$ cat src/rtl/mem_pkg.sv
// rtl/mem_pkg.sv - shared FSM states, widths and timing defaults for the memory request controller
package mem_pkg;

  // Default memory geometry
  localparam int AW_DEF = 12;
  localparam int DW_DEF = 8;

  // Default timing, all in clk cycles
  localparam int WAKE_CYC_DEF = 2;
  localparam int ACC_CYC_DEF  = 2;
  localparam int RD_LAT_DEF   = 1;
  localparam int IDLE_TO_DEF  = 4;

  // Width of the single down-counter shared by every timed phase
  localparam int CNT_W = 8;

  typedef enum logic [2:0] {
    ST_SLEEP,
    ST_WAKE,
    ST_IDLE,
    ST_ACCESS,
    ST_RDWAIT,
    ST_RESP
  } state_t;

  // A phase lasting n cycles starts the down-counter at n-1 and ends when it reads zero
  function automatic logic [CNT_W-1:0] cnt_load(input int n);
    return CNT_W'(n - 1);
  endfunction

endpackage

$ cat src/rtl/mem_req_ctrl.sv
// rtl/mem_req_ctrl.sv - single-outstanding request controller for a sleepable SRAM-style memory
module mem_req_ctrl
  import mem_pkg::*;
#(
  parameter int AW       = AW_DEF,
  parameter int DW       = DW_DEF,
  parameter int WAKE_CYC = WAKE_CYC_DEF,
  parameter int ACC_CYC  = ACC_CYC_DEF,
  parameter int RD_LAT   = RD_LAT_DEF,
  parameter int IDLE_TO  = IDLE_TO_DEF
) (
  input  logic          clk,
  input  logic          rst,
  input  logic          req_valid,
  output logic          req_ready,
  input  logic          req_wr,
  input  logic [AW-1:0] req_addr,
  input  logic [DW-1:0] req_wdata,
  output logic          rsp_valid,
  input  logic          rsp_ready,
  output logic [DW-1:0] rsp_rdata,
  output logic          mem_cen,
  output logic          mem_rd,
  output logic          mem_wr,
  output logic [AW-1:0] mem_add,
  output logic [DW-1:0] mem_din,
  input  logic [DW-1:0] mem_dout
);

  state_t           r_state;
  logic [CNT_W-1:0] r_cnt;
  logic             r_wr;
  logic             r_req_ready;
  logic             r_rsp_valid;
  logic [DW-1:0]    r_rsp_rdata;
  logic             r_mem_cen;
  logic             r_mem_rd;
  logic             r_mem_wr;
  logic [AW-1:0]    r_mem_add;
  logic [DW-1:0]    r_mem_din;

  logic             w_xfer;
  logic             w_cnt_done;

  assign w_xfer     = req_valid & r_req_ready;
  assign w_cnt_done = (r_cnt == '0);

  // Sequencer: every output is a register updated alongside the state it belongs to
  always_ff @(posedge clk) begin
    if (rst) begin
      r_state     <= ST_SLEEP;
      r_cnt       <= '0;
      r_wr        <= 1'b0;
      r_req_ready <= 1'b1;
      r_rsp_valid <= 1'b0;
      r_rsp_rdata <= '0;
      r_mem_cen   <= 1'b1;
      r_mem_rd    <= 1'b0;
      r_mem_wr    <= 1'b0;
      r_mem_add   <= '0;
      r_mem_din   <= '0;
    end else begin
      case (r_state)
        ST_SLEEP: begin
          if (w_xfer) begin
            r_mem_add   <= req_addr;
            r_mem_din   <= req_wr ? req_wdata : '0;
            r_wr        <= req_wr;
            r_req_ready <= 1'b0;
            r_mem_cen   <= 1'b0;
            r_cnt       <= cnt_load(WAKE_CYC);
            r_state     <= ST_WAKE;
          end
        end

        ST_WAKE: begin
          if (w_cnt_done) begin
            r_mem_rd <= ~r_wr;
            r_mem_wr <= r_wr;
            r_cnt    <= cnt_load(ACC_CYC);
            r_state  <= ST_ACCESS;
          end else begin
            r_cnt <= r_cnt - CNT_W'(1);
          end
        end

        ST_IDLE: begin
          if (w_xfer) begin
            // Memory is already awake, so the strobe goes out on the very next cycle
            r_mem_add   <= req_addr;
            r_mem_din   <= req_wr ? req_wdata : '0;
            r_wr        <= req_wr;
            r_req_ready <= 1'b0;
            r_mem_rd    <= ~req_wr;
            r_mem_wr    <= req_wr;
            r_cnt       <= cnt_load(ACC_CYC);
            r_state     <= ST_ACCESS;
          end else if (w_cnt_done) begin
            r_mem_cen <= 1'b1;
            r_state   <= ST_SLEEP;
          end else begin
            r_cnt <= r_cnt - CNT_W'(1);
          end
        end

        ST_ACCESS: begin
          if (w_cnt_done) begin
            r_mem_rd <= 1'b0;
            r_mem_wr <= 1'b0;
            if (r_wr) begin
              r_rsp_rdata <= '0;
              r_rsp_valid <= 1'b1;
              r_state     <= ST_RESP;
            end else begin
              r_cnt   <= cnt_load(RD_LAT);
              r_state <= ST_RDWAIT;
            end
          end else begin
            r_cnt <= r_cnt - CNT_W'(1);
          end
        end

        ST_RDWAIT: begin
          if (w_cnt_done) begin
            r_rsp_rdata <= mem_dout;
            r_rsp_valid <= 1'b1;
            r_state     <= ST_RESP;
          end else begin
            r_cnt <= r_cnt - CNT_W'(1);
          end
        end

        ST_RESP: begin
          if (rsp_ready) begin
            r_rsp_valid <= 1'b0;
            r_req_ready <= 1'b1;
            r_cnt       <= cnt_load(IDLE_TO);
            r_state     <= ST_IDLE;
          end
        end

        default: begin
          r_mem_cen   <= 1'b1;
          r_mem_rd    <= 1'b0;
          r_mem_wr    <= 1'b0;
          r_rsp_valid <= 1'b0;
          r_req_ready <= 1'b1;
          r_state     <= ST_SLEEP;
        end
      endcase
    end
  end

  assign req_ready = r_req_ready;
  assign rsp_valid = r_rsp_valid;
  assign rsp_rdata = r_rsp_rdata;
  assign mem_cen   = r_mem_cen;
  assign mem_rd    = r_mem_rd;
  assign mem_wr    = r_mem_wr;
  assign mem_add   = r_mem_add;
  assign mem_din   = r_mem_din;

endmodule
$ cat config.mk
export PLATFORM = sky130hd
export DESIGN_NAME = mem_req_ctrl
export DESIGN_NICKNAME = d
export VERILOG_FILES = /design/src/rtl/mem_pkg.sv /design/src/rtl/mem_req_ctrl.sv
export SDC_FILE = /design/constraint.sdc
export NUM_CORES = 1
export LEC_CHECK = 0
export BUFFER_PORTS_ARGS = -buffer_cell sky130_fd_sc_hd__buf_2
export CAP_MARGIN = 10
export CORE_AREA = 2 2 55 82
export DETAILED_ROUTE_END_ITERATION = 6
export DIE_AREA = 0 0 57 84
export GPL_ROUTABILITY_DRIVEN = 0
export PLACE_DENSITY = 0.91
export SETUP_SLACK_MARGIN = 0.15
export SYNTH_ARGS = -nofsm -noshare
export SYNTH_HDL_FRONTEND = slang
export SYNTH_SLANG_ARGS = --single-unit
$ cat constraint.sdc
create_clock -name clk -period 5.54 [get_ports clk]
set_clock_uncertainty 0.15 [all_clocks]
set_input_delay 1.108 -clock clk [delete_from_list [all_inputs] [get_ports clk]]
set_output_delay 1.108 -clock clk [all_outputs]
set_load 0.01 [all_outputs]
==> flow_metrics.tcl, run 1 <==
set metrics [dict create \
    status "completed" \
    synth_top_cells_by_count "nand2_1, a21oi_1, dfxtp_1, nand3_1, nor2_1" \
    area_growth_pct 19.4 \
    synth_edf_count 0 \
    crit_fanout 43 \
    p_int_mw 0.766 \
    crit_family "buffers and inverters" \
    postCtsResizedCells 0 \
    crit_cells 4 \
    drv_slew 0 \
    end_kind "flip-flop" \
    grt_start_max_net_pins 44 \
    routedWlPerCell_um 13.7 \
    die_h_um 84 \
    placed_area_sq_um 2430 \
    async_flop_share 0 \
    grt_pass1_vias 1956 \
    timing.fmax_ghz 0.419 \
    drv_cap 0 \
    path_buf_inv 1 \
    cp_cell_sequence "buf_2 > nor3_1 > and3_1 > a211o_1" \
    finalCriticalPeriod_ns 2.39 \
    vias 2087 \
    grt_pass1_wl_um 8200 \
    postCtsSetupBuffers 0 \
    crit_required_ns 5.58 \
    fin_setup_tns_ns 0 \
    cts-root-buf "clkbuf_8" \
    yosysTopAreaCellShare 0.426 \
    routed_wl_um 5050 \
    p_per_area_nw_per_um2 541 \
    netSwitchingFraction 0.439 \
    drcViolationCount 0 \
    drt-pass1-iter-count 6 \
    drtIter0Drc 50 \
    die_x_um 57 \
    synth_top_cells_by_area "dfxtp_1, a21oi_1, nand2_1" \
    place_hpwl_um 3500 \
    cp_slowest_stage_delay_ns 0.59 \
    yosysTopAreaCell "dfxtp_1" \
    arrival_ns 2.42 \
    dieArea_sq_um 4790 \
    pwr-share-seq 0.368 \
    grt_usage 0.212 \
    fin_nets 358 \
    worst_pin_slew_ns 0.784 \
    leakage_nw 1.11 \
    synth_fp_nets 303 \
    drive_above_1_share 0.258 \
    final.period_utilization 0.431 \
    htreeDepth 2 \
    combPwrFrac 0.475 \
    finalInstanceArea_sq_um 2520 \
    viasPerCell 5.67 \
    slowest_stage "buf_2" \
    hold_buffers 0 \
    grt-ovfl-total 0 \
    rows 29 \
    clock_latency_ns 0.30 \
    antenna_found_initial 0 \
    io_buffers 65 \
    cts_made_buffers 5 \
    rsz0062_at_grt "no" \
    clock_power_share 0.157 \
    seq_area_frac_synth 0.426 \
    ys_ff_latch 45 \
    cts_max_path_buffers 2 \
    hold_violations 0 \
    hold_path_depth 2 \
    r2r_cells 5 \
    p_sw_mw 0.599 \
    antenna_left 0 \
    synth_most_common_cell "nand2_1" \
    yosysUniqueCellTypes 45 \
    mappedNetlistArea_sq_um 2110 \
    start_util 0.511 \
    clk_pin_slew_ns 0.09 \
    io_pins 66 \
    ys.flop_type "dfxtp_1" \
    fill_cells 408 \
    yosysWarnings 0 \
    syn_avg_cell_area_sq_um 7.94 \
    ir_drop_mv 0.521 \
    setup_viol 0 \
    tritoncts "yes" \
    core_sq_um 4140 \
    crit_type "input port to flip-flop" \
    hold_class "flip-flop to flip-flop" \
    n_antenna_cell 0 \
    clock_sinks 45 \
    max_slew_margin 0.476 \
    synth_cells 266 \
    crit_path_start_kind "input port" \
]
[layout make-up]
type | instances | area (sq um) | share of cell area
clock buffer | 6 | 82.6 | 0.0327
clock inverter | 2 | 13.8 | 0.00546
inverter | 6 | 22.5 | 0.00893
multi-input combinational | 196 | 1100 | 0.438
sequential | 45 | 901 | 0.357
tap | 46 | 57.6 | 0.0228
timing repair buffer | 67 | 340 | 0.135
[per-layer routing]
layer | share of wire | track usage | up-vias
met5 | 0 | 0 | -
met3 | 0.042 | 0.0434 | 8
met2 | 0.54 | 0.386 | 53
met4 | 0.020 | 0.108 | 0
met1 | 0.40 | 0.223 | 990
li1 | - | - | 1036
[power groups by stage]
stage                     Combinational [mW]  Clock, mW  Sequential, mW
after floorplan                        0.545          0           0.472
after global placement                 0.626          0           0.502
after detailed placement               0.638          0           0.506
after CTS                              0.647      0.219           0.498
after global routing                   0.724      0.230           0.514
final                                  0.648      0.214           0.502
[state kept, by name, indices dropped and copies added, names as in the netlist]
name / cells
mem_add: 12
mem_cen: 1
mem_din: 8
mem_rd: 1
mem_wr: 1
r_cnt: 8
r_state: 3
r_wr: 1
req_ready: 1
rsp_rdata: 8
rsp_valid: 1
[worst reg2reg max path: stages, from the launching register on]
cell      delay, ns
dfxtp_1        0.71
nor2b_1        0.22
and3_1         0.29
a221oi_4       0.40
nor2_1         0.13
a211o_1        0.33
[final timing paths]
path | startpoint | end | slack, ns
min | rsp_rdata[4] | rsp_rdata[4] | 0.30
min reg2reg | rsp_rdata[4] | rsp_rdata[4] | 0.30
max reg2reg | r_state[2] | r_cnt[5] | 3.20
max | rst | r_cnt[5] | 3.15
[logic make-up (layout without fill, tap and decap cells)]
logic type	count (synthesis)	count (layout)	share of synthesized area
AOI/OAI and AO/OA	78	78	0.232
buffers and inverters	25	81	0.0533
adders and majority gates	4	4	0.0237
muxes	3	3	0.0142
DFF	45	45	0.426
and+or+nand+nor	111	111	0.251
[per-stage QoR]
step                       util  hold slack [ns]  worst slack (ns)  power, mW  cells
final                     0.610            0.304              3.15       1.36    368
after CTS                 0.610            0.303              3.17       1.36    368
after detailed placement  0.587            0.291              2.86       1.14    360
after global routing      0.610            0.318              3.08       1.47    368
after global placement    0.587            0.284              2.89       1.13    360
after floorplan               -            0.313              3.27       1.02    266
[placed cells by master (no fill, tap or decap), types with 3 or more instances in the layout]
cell type,instances
a211o_1,3
a21oi_1,47
and3_1,3
buf_2,65
clkbuf_8,6
dfxtp_1,45
ha_1,4
inv_1,6
mux2i_1,3
nand2_1,51
nand2b_1,3
nand3_1,19
nand3b_1,3
nor2_1,14
nor2b_1,3
nor3_1,4
nor3b_1,3
o21a_1,3
o21ai_0,6
o22ai_1,3
(Power assumes the default switching activity.)
==> run 2, diff against run 1 <==
Settings changed: CORE_AREA 2 2 55 82 to 2 2 57 85, DIE_AREA 0 0 57 84 to 0 0 59 87, PLACE_DENSITY 0.91 to 0.86.
Clock period 5.54 ns to 2.5 ns, I/O delays scaled along.
==> flow_metrics.tcl, run 2 (synthesized netlist as in run 1, its figures left out) <==
set metrics [dict create \
    vias 2065 \
    multiInputGateArea_sq_um 1100 \
    clock_sinks 45 \
    status "completed" \
    arrival_ns 2.20 \
    netSwitchingFraction 0.437 \
    slowest_stage "dfxtp_1" \
    finish.utilization 0.580 \
    dieArea_sq_um 5130 \
    clk_pin_slew_ns 0.09 \
    viasPerCell 5.49 \
    fin_setup_tns_ns 0 \
    die_x_um 59 \
    start_util 0.477 \
    cts_made_buffers 5 \
    max_slew_margin 0.654 \
    rsz0062_at_grt "no" \
    worst_pin_slew_ns 0.515 \
    io_buffers 65 \
    hold_slack_ns 0.266 \
    pwr-share-seq 0.348 \
    antenna_found_initial 0 \
    path_buf_inv 2 \
    cp_cell_sequence "inv_1 > ha_1 > nor4b_2 > and2_4 > inv_1 > ha_1 > nand2b_1 > o221ai_1 > a21oi_1" \
    fin_nets 364 \
    leakage_nw 1.13 \
    routed_wl_um 5020 \
    crit_fanout 20 \
    routedWlPerCell_um 13.4 \
    die_h_um 87 \
    grt_pass1_wl_um 8330 \
    place_hpwl_um 3690 \
    tritoncts "yes" \
    crit_type "flip-flop to flip-flop" \
    ir_drop_mv 0.652 \
    cts-root-buf "clkbuf_8" \
    crit_path_start_kind "flip-flop" \
    timing.fmax_ghz 0.460 \
    rows 30 \
    grt_usage 0.206 \
    n_antenna_cell 0 \
    layout_commonest_cell "buf_2" \
    drv_slew 0 \
    clock_latency_ns 0.31 \
    clock_power_share 0.154 \
    seqCellArea_sq_um 901 \
    core_sq_um 4430 \
    antenna_left 0 \
    drtIter0Drc 115 \
    p_per_area_nw_per_um2 1190 \
    end_kind "flip-flop" \
    drv_cap 0 \
    setup_viol 0 \
    area_growth_pct 21.5 \
    hold_violations 0 \
    cp_slowest_stage_delay_ns 0.36 \
    htreeDepth 2 \
    cts_max_path_buffers 2 \
    finalCriticalPeriod_ns 2.17 \
    crit_required_ns 2.53 \
    layout_common_cells "buf_2, nand2_1, a21oi_1" \
    crit_family "simple AND/OR/NAND/NOR gates" \
    hold_class "input port to flip-flop" \
    final.period_utilization 0.870 \
    p_int_mw 1.72 \
    grt-ovfl-total 0 \
    grt_start_max_net_pins 23 \
    fill_cells 422 \
    grt_pass1_vias 2014 \
    combPwrFrac 0.498 \
    drive_above_1_share 0.271 \
    drt-pass1-iter-count 4 \
    postLayoutSetupSlackWorst_ns 0.326 \
    p_sw_mw 1.34 \
    largest_reg_flops 12 \
    drcViolationCount 0 \
    place_ws_ns 0.281 \
    io_pins 66 \
]
-- run 2: changes by cell type in the layout (fill, tap and decap cells not counted) --
cell and delta:
buf_4 +6, clkinv_2 -1, clkinvlp_4 +1, clkbuf_8 -1, inv_6 +1
-- run 2: what timing repair did --
item | CTS | global route
endpoints found under the setup margin | 0 | 2
hold endpoints to repair | 0 | 0
hold buffers | 0 | 0
buffers inserted | 0 | 1
resized for setup | 0 | 0
-- run 2: routing by layer --
layer  routed length [um]  global-route usage  up-vias
met2                 2700               0.380       53
li1                     -                   -     1048
met4                  102              0.0785        0
met1                 2010               0.216      954
met3                  212              0.0550       10
met5                    0                   0        -
-- run 2: worst register-to-register path: stages, from the launching register on --
cell      delay [ns]
dfxtp_1         0.36
inv_1           0.13
ha_1            0.16
nor4b_2         0.18
and2_4          0.31
inv_1           0.14
ha_1            0.29
nand2b_1        0.05
o221ai_1        0.18
a21oi_1         0.08
-- run 2: stage by stage --
stage / instance area, sq um / std cells / power, mW
final: 2570 / 376 / 3.06
after global routing: 2570 / 376 / 3.32
after CTS: 2560 / 375 / 3.05
after detailed placement: 2470 / 367 / 2.58
after global placement: 2470 / 367 / 2.52
after floorplan: 2110 / 266 / 2.25
-- run 2: area by class of cell --
class                   instances  area share
clock buffers                   5      0.0268
clock inverters                 3     0.00975
inverters                       6     0.00877
multi-input cells             196       0.430
flip-flops and latches         45       0.351
well taps                      48      0.0234
repair buffers                 73       0.150
-- run 2: power groups by stage --
stage	Combinational [mW]	Clock (mW)	Sequential [mW]
after floorplan	1.21	0	1.05
after global placement	1.45	0	1.07
after detailed placement	1.50	0	1.08
after CTS	1.51	0.482	1.06
after global routing	1.71	0.507	1.09
final	1.52	0.473	1.06
-- run 2: path summary, 6_finish.rpt --
kind,startpoint,to,slack [ns],depth (start not counted)
hold / removal,req_addr[2],mem_add[2],0.27,3
setup / recovery,r_cnt[0],r_cnt[0],0.33,9
hold reg to reg,rsp_rdata[1],rsp_rdata[1],0.30,2
setup reg to reg,r_cnt[0],r_cnt[0],0.33,9
==> run 3, diff against run 2 <==
Settings changed: CORE_AREA 2 2 57 85 to 2 2 79 118, DIE_AREA 0 0 59 87 to 0 0 81 120, PLACE_DENSITY 0.86 to 0.54.
==> flow_metrics.tcl, run 3 (synthesized netlist as in run 1, its figures left out) <==
set metrics [dict create \
    timing.fmax_ghz 0.460 \
    crit_type "flip-flop to flip-flop" \
    worst_pin_slew_ns 0.616 \
    cts-root-buf "clkbuf_16" \
    rrSetupSlack_ns 0.33 \
    rows 42 \
    core_sq_um 8720 \
    fin_setup_tns_ns 0 \
    viasPerCell 4.65 \
    area_growth_pct 30.5 \
    crit_required_ns 2.49 \
    place_ws_ns 0.239 \
    r2r-start "r_cnt[0]" \
    htreeDepth 2 \
    fin_nets 368 \
    crit_path_start_kind "flip-flop" \
    cts_max_path_buffers 2 \
    vias 2056 \
    dieArea_sq_um 9720 \
    drtIter0Drc 64 \
    grt_pass1_vias 1841 \
    grt_usage 0.120 \
    largest_reg_flops 12 \
    io_pins 66 \
    status "completed" \
    n_antenna_cell 0 \
    clock_sinks 45 \
    grt-ovfl-total 0 \
    die_h_um 120 \
    routedWlPerCell_um 13.1 \
    setup_viol 0 \
    layout_common_cells "buf_2, nand2_1, a21oi_1" \
    clk_pin_slew_ns 0.06 \
    max_slew_margin 0.587 \
    crit_fanout 10 \
    rr_endpoint "r_cnt[0]" \
    cts_made_buffers 5 \
    final.period_utilization 0.869 \
    routed_wl_um 5780 \
    drv_cap 0 \
    startpoint "r_cnt[0]" \
    finalCriticalPeriod_ns 2.17 \
    antenna_found_initial 0 \
    power_mw 3.47 \
    place_inst 430 \
    postLayoutSetupSlackWorst_ns 0.327 \
    hold_class "flip-flop to flip-flop" \
    grt_pass1_wl_um 9050 \
    start_util 0.242 \
    io_buffers 65 \
    leakage_nw 1.19 \
    place_hpwl_um 4200 \
    drive_above_1_share 0.277 \
    drcViolationCount 0 \
    cp-endpoint "r_cnt[0]" \
    end_kind "flip-flop" \
    clock_latency_ns 0.29 \
    arrival_ns 2.17 \
    antenna_left 0 \
    fin_cells 442 \
    grt_start_max_net_pins 27 \
    die_x_um 81 \
    p_per_area_nw_per_um2 1260 \
    drt-pass1-iter-count 4 \
    drv_slew 0 \
    tritoncts "yes" \
    hold_violations 0 \
    r2r_cells 9 \
    ir_drop_mv 0.426 \
    rsz0062_at_grt "no" \
    layout_commonest_cell "buf_2" \
]
[run 3: cell types whose count changed in the layout (fill, tap and decap cells not counted), sizes merged]
| cell | change |
|---|---|
| bufinv | +1 |
| clkbuf | +1 |
| clkinvlp | -1 |
| inv | -1 |
| buf | +3 |
| and2 | +1 |
[run 3: per-layer routing]
layer / track usage / share of wire / vias to the layer above
met5: 0 / 0 / -
met4: 0.0498 / 0.015 / 0
met3: 0.0271 / 0.046 / 5
met2: 0.200 / 0.53 / 47
met1: 0.145 / 0.41 / 941
li1: - / - / 1063
[run 3: how the worst min path moves through the flow]
stage,end,cells after the start,from,slack [ns]
after CTS,mem_add[0],3,req_addr[0],0.29
after global placement,mem_din[1],2,mem_din[1],0.29
after global routing,mem_add[3],3,req_addr[3],0.29
after floorplan,r_cnt[4],1,r_cnt[4],0.31
after detailed placement,mem_din[1],2,mem_din[1],0.29
final,mem_din[1],2,mem_din[1],0.30
[run 3: area by class of cell]
class                   instances  area (sq um)
well taps                     110           138
flip-flops and latches         45           901
clock inverters                 2          38.8
fillers                       976          5970
inverters                       6          22.5
multi-input cells             197          1120
clock buffers                   6           129
repair buffers                 76           408
[run 3: worst max-delay path: stages, from the launching register on]
cell	delay (ns)
dfxtp_1	0.35
inv_1	0.13
ha_1	0.17
nor4b_4	0.25
and2_4	0.28
inv_1	0.12
ha_1	0.29
nand2b_1	0.05
o221ai_1	0.17
a21oi_1	0.09
[run 3: power breakdown]
group	switching [mW]	leakage, nW	total, mW	internal (mW)
registers	0.181	0.367	1.06	0.882
clock network	0.272	0.0810	0.745	0.473
logic	0.953	0.745	1.66	0.709
total	1.41	1.19	3.47	2.06
[run 3: timing repair]
item / in CTS / in global routing
setup buffers: 0 / 3
gates resized for setup: 0 / 1
endpoints found under the setup margin: 0 / 4
hold buffers: 0 / 0
[run 3: stage by stage]
step	instance area, sq um	utilization	hold slack, ns
after global routing	2760	0.316	0.294
after global placement	2550	0.292	0.285
final	2760	0.316	0.296
after floorplan	2110	-	0.313
after CTS	2720	0.312	0.290
after detailed placement	2550	0.292	0.291
